===== config.mk =====
export PLATFORM = sky130hd
export DESIGN_NAME = ysyx_22041207_stage_reg
export DESIGN_NICKNAME = d
export VERILOG_FILES = /design/src/rtl/ysyx_22041207_stage_reg.sv
export SDC_FILE = /design/constraint.sdc
export NUM_CORES = 1
export LEC_CHECK = 0
export CAP_MARGIN = 5
export CORE_MARGIN = 8
export CORE_UTILIZATION = 50
export CTS_CLUSTER_DIAMETER = 50
export DETAILED_ROUTE_END_ITERATION = 7
export HOLD_SLACK_MARGIN = 0.02
export PLACE_DENSITY_LB_ADDON = 0.05
export RECOVER_POWER = 100
export SYNTH_ARGS = -nofsm -noshare
export SYNTH_HDL_FRONTEND = slang
export SYNTH_SLANG_ARGS = --single-unit

===== constraint.sdc =====
create_clock -name clk -period 1.9 [get_ports clk]
set_input_delay 0.19 -clock clk [delete_from_list [all_inputs] [get_ports clk]]
set_output_delay 0.19 -clock clk [all_outputs]
set_load 0.02 [all_outputs]

===== src/rtl/ysyx_22041207_stage_reg.sv =====
// ysyx_22041207_stage_reg
// Generic pipeline stage register with a valid/ready handshake on both sides.
// It can sit between any two pipeline stages (IF/ID, ID/EX, EX/MEM, MEM/WB).
//
//   SKID = 1 : two-entry skid buffer. in_ready is a register output, so
//              downstream back-pressure never forms a combinational path
//              back through the pipeline.
//   SKID = 0 : single entry. in_ready = !main_v || out_ready.
//
// Reset and flush both empty the stage and zero the stored payload, so a
// bubble produced by either reads as out_valid=0 / out_data=0. Flush wins
// over any transfer presented in the same cycle.
//
// Optional feature, macro YSYX_22041207_STAGE_PERF_EN:
//   perf_stall_cnt  counts edges with out_valid && !out_ready
//   perf_bubble_cnt counts edges with !out_valid
//   Both saturate at all-ones, clear on rst and ignore flush.
module ysyx_22041207_stage_reg #(
    parameter int DATA_W = 96,
    parameter int SKID   = 1
) (
    input  logic              clk,
    input  logic              rst,
    input  logic              flush,
    input  logic              in_valid,
    output logic              in_ready,
    input  logic [DATA_W-1:0] in_data,
    output logic              out_valid,
    input  logic              out_ready,
    output logic [DATA_W-1:0] out_data
`ifdef YSYX_22041207_STAGE_PERF_EN
    ,
    output logic [31:0]       perf_stall_cnt,
    output logic [31:0]       perf_bubble_cnt
`endif
);

    // Handshake events seen at the next rising edge.
    logic up_xfer;
    logic dn_xfer;

    assign up_xfer = in_valid && in_ready;
    assign dn_xfer = out_valid && out_ready;

    generate
        if (SKID != 0) begin : g_skid
            // The state only names the occupancy; main_v_reg and skid_v_reg
            // are kept as separate flops so that out_valid and in_ready come
            // straight from registers.
            typedef enum logic [1:0] {
                ST_EMPTY = 2'd0,
                ST_FULL  = 2'd1,
                ST_SKID  = 2'd2
            } state_t;

            state_t            state_reg;
            logic              main_v_reg;
            logic              skid_v_reg;
            logic [DATA_W-1:0] main_d_reg;
            logic [DATA_W-1:0] skid_d_reg;

            // Occupancy state machine: main entry feeds the output, the skid
            // entry catches the one beat accepted while the output stalls.
            always_ff @(posedge clk) begin
                if (rst || flush) begin
                    state_reg  <= ST_EMPTY;
                    main_v_reg <= 1'b0;
                    skid_v_reg <= 1'b0;
                    main_d_reg <= '0;
                    skid_d_reg <= '0;
                end else begin
                    case (state_reg)
                        ST_EMPTY: begin
                            if (up_xfer) begin
                                state_reg  <= ST_FULL;
                                main_v_reg <= 1'b1;
                                main_d_reg <= in_data;
                            end
                        end
                        ST_FULL: begin
                            if (up_xfer && dn_xfer) begin
                                // Pass-through: oldest leaves, new beat replaces it.
                                main_d_reg <= in_data;
                            end else if (dn_xfer) begin
                                // Drained; main_d is left as a don't-care value.
                                state_reg  <= ST_EMPTY;
                                main_v_reg <= 1'b0;
                            end else if (up_xfer) begin
                                // Output stalled: park the new beat in the skid entry.
                                state_reg  <= ST_SKID;
                                skid_v_reg <= 1'b1;
                                skid_d_reg <= in_data;
                            end
                        end
                        ST_SKID: begin
                            // in_ready is low here, so only a downstream transfer moves us.
                            if (dn_xfer) begin
                                state_reg  <= ST_FULL;
                                main_d_reg <= skid_d_reg;
                                skid_v_reg <= 1'b0;
                            end
                        end
                        default: begin
                            state_reg  <= ST_EMPTY;
                            main_v_reg <= 1'b0;
                            skid_v_reg <= 1'b0;
                        end
                    endcase
                end
            end

            assign in_ready  = !skid_v_reg;
            assign out_valid = main_v_reg;
            assign out_data  = main_d_reg;
        end else begin : g_single
            logic              main_v_reg;
            logic [DATA_W-1:0] main_d_reg;

            // Single entry: load on accept, go empty when drained with no refill.
            always_ff @(posedge clk) begin
                if (rst || flush) begin
                    main_v_reg <= 1'b0;
                    main_d_reg <= '0;
                end else if (up_xfer) begin
                    main_v_reg <= 1'b1;
                    main_d_reg <= in_data;
                end else if (dn_xfer) begin
                    main_v_reg <= 1'b0;
                end
            end

            // Accept when empty or when the held entry leaves this same cycle.
            assign in_ready  = !main_v_reg || out_ready;
            assign out_valid = main_v_reg;
            assign out_data  = main_d_reg;
        end
    endgenerate

`ifdef YSYX_22041207_STAGE_PERF_EN
    // Event 0 = output stalled, event 1 = output empty (bubble).
    logic [1:0]  perf_evt;
    logic [31:0] perf_cnt_reg  [2];
    logic [31:0] perf_cnt_next [2];

    assign perf_evt[0] = out_valid && !out_ready;
    assign perf_evt[1] = !out_valid;

    genvar gi;
    generate
        for (gi = 0; gi < 2; gi++) begin : g_perf
            // Saturating increment; holding at all-ones keeps the count monotonic.
            always_comb begin
                perf_cnt_next[gi] = perf_cnt_reg[gi];
                if (perf_evt[gi] && (perf_cnt_reg[gi] != 32'hFFFF_FFFF)) begin
                    perf_cnt_next[gi] = perf_cnt_reg[gi] + 32'd1;
                end
            end

            // Counters observe the handshake only; flush does not clear them.
            always_ff @(posedge clk) begin
                if (rst) begin
                    perf_cnt_reg[gi] <= 32'd0;
                end else begin
                    perf_cnt_reg[gi] <= perf_cnt_next[gi];
                end
            end
        end
    endgenerate

    assign perf_stall_cnt  = perf_cnt_reg[0];
    assign perf_bubble_cnt = perf_cnt_reg[1];
`endif

endmodule


==> reports/metrics.csv <==
metric;value;unit
outcome;completed;
rows;48;
synth_edf_count;0;
path_max_fanout;8;
p_per_area;811.2;mW/mm²
syn2layout_area_growth;31.50;%
initial_core_util;51.13;%
fin_skew;11.44;ps
syn_area_per_cell;9.905;µm²
placed_cells;1265;
min_period;1754;ps
rsz0062_at_grt;false;
io_buffers;198;
maxCapViolCount;0;
firstDrtPassIters;4;
slew_headroom;72.60;%
root_buffer;clkbuf_16;
place_congestion;0.7569;
first_iter_violations;286;
syn_area;0.008875;mm²
hold_violations;0;
crit_family;buffers and inverters;
layout_common_cells;dfxtp_1, nand2_1, mux2i_1, a211oi_1, clkdlybuf4s50_1;
slowest_delay;690;ps
critPathKind;flop to output pin;
cts.reportedPaths.clkPinSlew;80;ps
async_reset_ff_share;0;%
wl;23560;µm
die_h;149.2;µm
fin_crit_sh;92.32;%
coreArea;0.01736;mm²
die_area;0.02227;mm²
maxSlewViolCount;0;
grt_pass1_vias;7141;
drc;0;
finalSetupTns;0;ps
worst_setup_path_start_kind;flop;
grt_overflow;0;
synthFlopType;dfxtp_1;
vias;7161;
die_w;149.2;µm
yosysUniqueCellTypes;28;
final_common_cell;dfxtp_1;
cp_num_buf_inv;1;
cts_setup_buffers;0;
grt_use_total;20.91;%
cts-resized-gates;0;
stdcell_count;1299;
cts_buffers;17;
grt_pass1_wl;37660;µm
cts_tree;yes;
setup_viol;0;
numClockSinks;196;
end_kind;output pin;
final_antenna_net_count;0;
p_leak;0.004898;µW
hold_path.class;input pin to flop;
required;1710;ps
viasPerCell;5.513;
max-clock-path-buffers;2;
syn_inst;896;
grt_antenna_before_repair;2;
grt_max_degree;53;
cts_hold_buf;0;
synthesis.nets;997;
io_pins;199;
path_cells;clkdlybuf4s50_1;
final_core_util;67.24;%
fmax;570.1;MHz
critPathSlowestCell;clkdlybuf4s50_1;
tightest_slew;411.0;ps
yosysSeqAreaShare;44.21;%
worstSkewPairLatency;430;ps
drive_gt1_share;8.116;%
ys_seq_elements;196;
critPathArrivalTime;1560;ps
peakVddDrop;0.0006383;V
hpwl;15760;µm
yosysWarningCount;0;
final_nets;1160;
h-tree-depth;4;
wl_per_cell;18.13;µm
==> stage by stage <==
stage / power (µW) / hold WS [ps] / cell area, µm² / setup slack [ps]
after CTS: 9656 / 321.9 / 11880 / 96.67
after detailed placement: 5841 / 446.4 / 11260 / -49.93
after floorplan: 5176 / 332.1 / 8875 / 258.9
after global routing: 9831 / 336.4 / 11670 / 16.63
final: 9467 / 333.4 / 11670 / 145.9
after global placement: 5826 / 440.1 / 11260 / -15.95
==> cells in the mapped netlist, types with 2 or more instances <==
cell	n	area share, %
a211oi_2	40	5.6
buf_4	10	0.85
o21a_1	2	0.17
nor2b_1	2	0.14
buf_6	10	1.3
inv_1	3	0.13
nand2_1	193	8.2
nor2_1	2	0.085
buf_2	21	1.2
buf_1	8	0.34
mux2i_1	192	22
a21oi_1	4	0.23
dfxtp_1	196	44
a211oi_1	152	13
clkbuf_1	48	2.0
==> layer usage <==
| metal | vias to the layer above | wire length [µm] | track usage, % |
|---|---|---|---|
| li1 | 3563 | - | - |
| met1 | 3411 | 10830 | 25.88 |
| met2 | 169 | 11190 | 34.95 |
| met3 | 18 | 1259 | 5.583 |
| met4 | 0 | 273 | 6.108 |
| met5 | - | 0 | 0 |
==> where the power goes <==
| group | switching, µW | internal, µW |
|---|---|---|
| clock network | 1670 | 2150 |
| registers | 74.0 | 4230 |
| logic | 699 | 642 |
| total | 2440 | 7030 |
==> cell type report <==
cell class / count / area, µm²
Inverter: 3 / 11.26
Tap cell: 225 / 281.5
Sequential cell: 196 / 3924
Clock inverter: 14 / 186.4
Fill cell: 1436 / 5687
Multi-Input combinational cell: 599 / 4295
Antenna cell: 2 / 5.005
Timing Repair Buffer: 242 / 2527
Clock buffer: 18 / 439.2
==> cells by family (layout without fill, tap and decap cells) <==
logic type	after synthesis	after routing	share of synthesized area, %
compound gates	204	204	19.41
flops	196	196	44.21
buf+inv	101	277	5.851
mux	192	192	21.66
other cells	0	2	0
simple gates	203	203	8.868
==> worst paths after layout <==
check                           cells after the start                     to             startpoint  slack, ps
worst max-delay path                                1              out_valid              out_valid        150
worst min-delay path                                3  g_skid.skid_d_reg[63]            in_data[63]        330
worst max register to register                      4           out_data[75]    g_skid.state_reg[0]        150
worst min register to register                      2  g_skid.skid_d_reg[72]  g_skid.skid_d_reg[72]        460
Power figures use the tool's default switching activity.
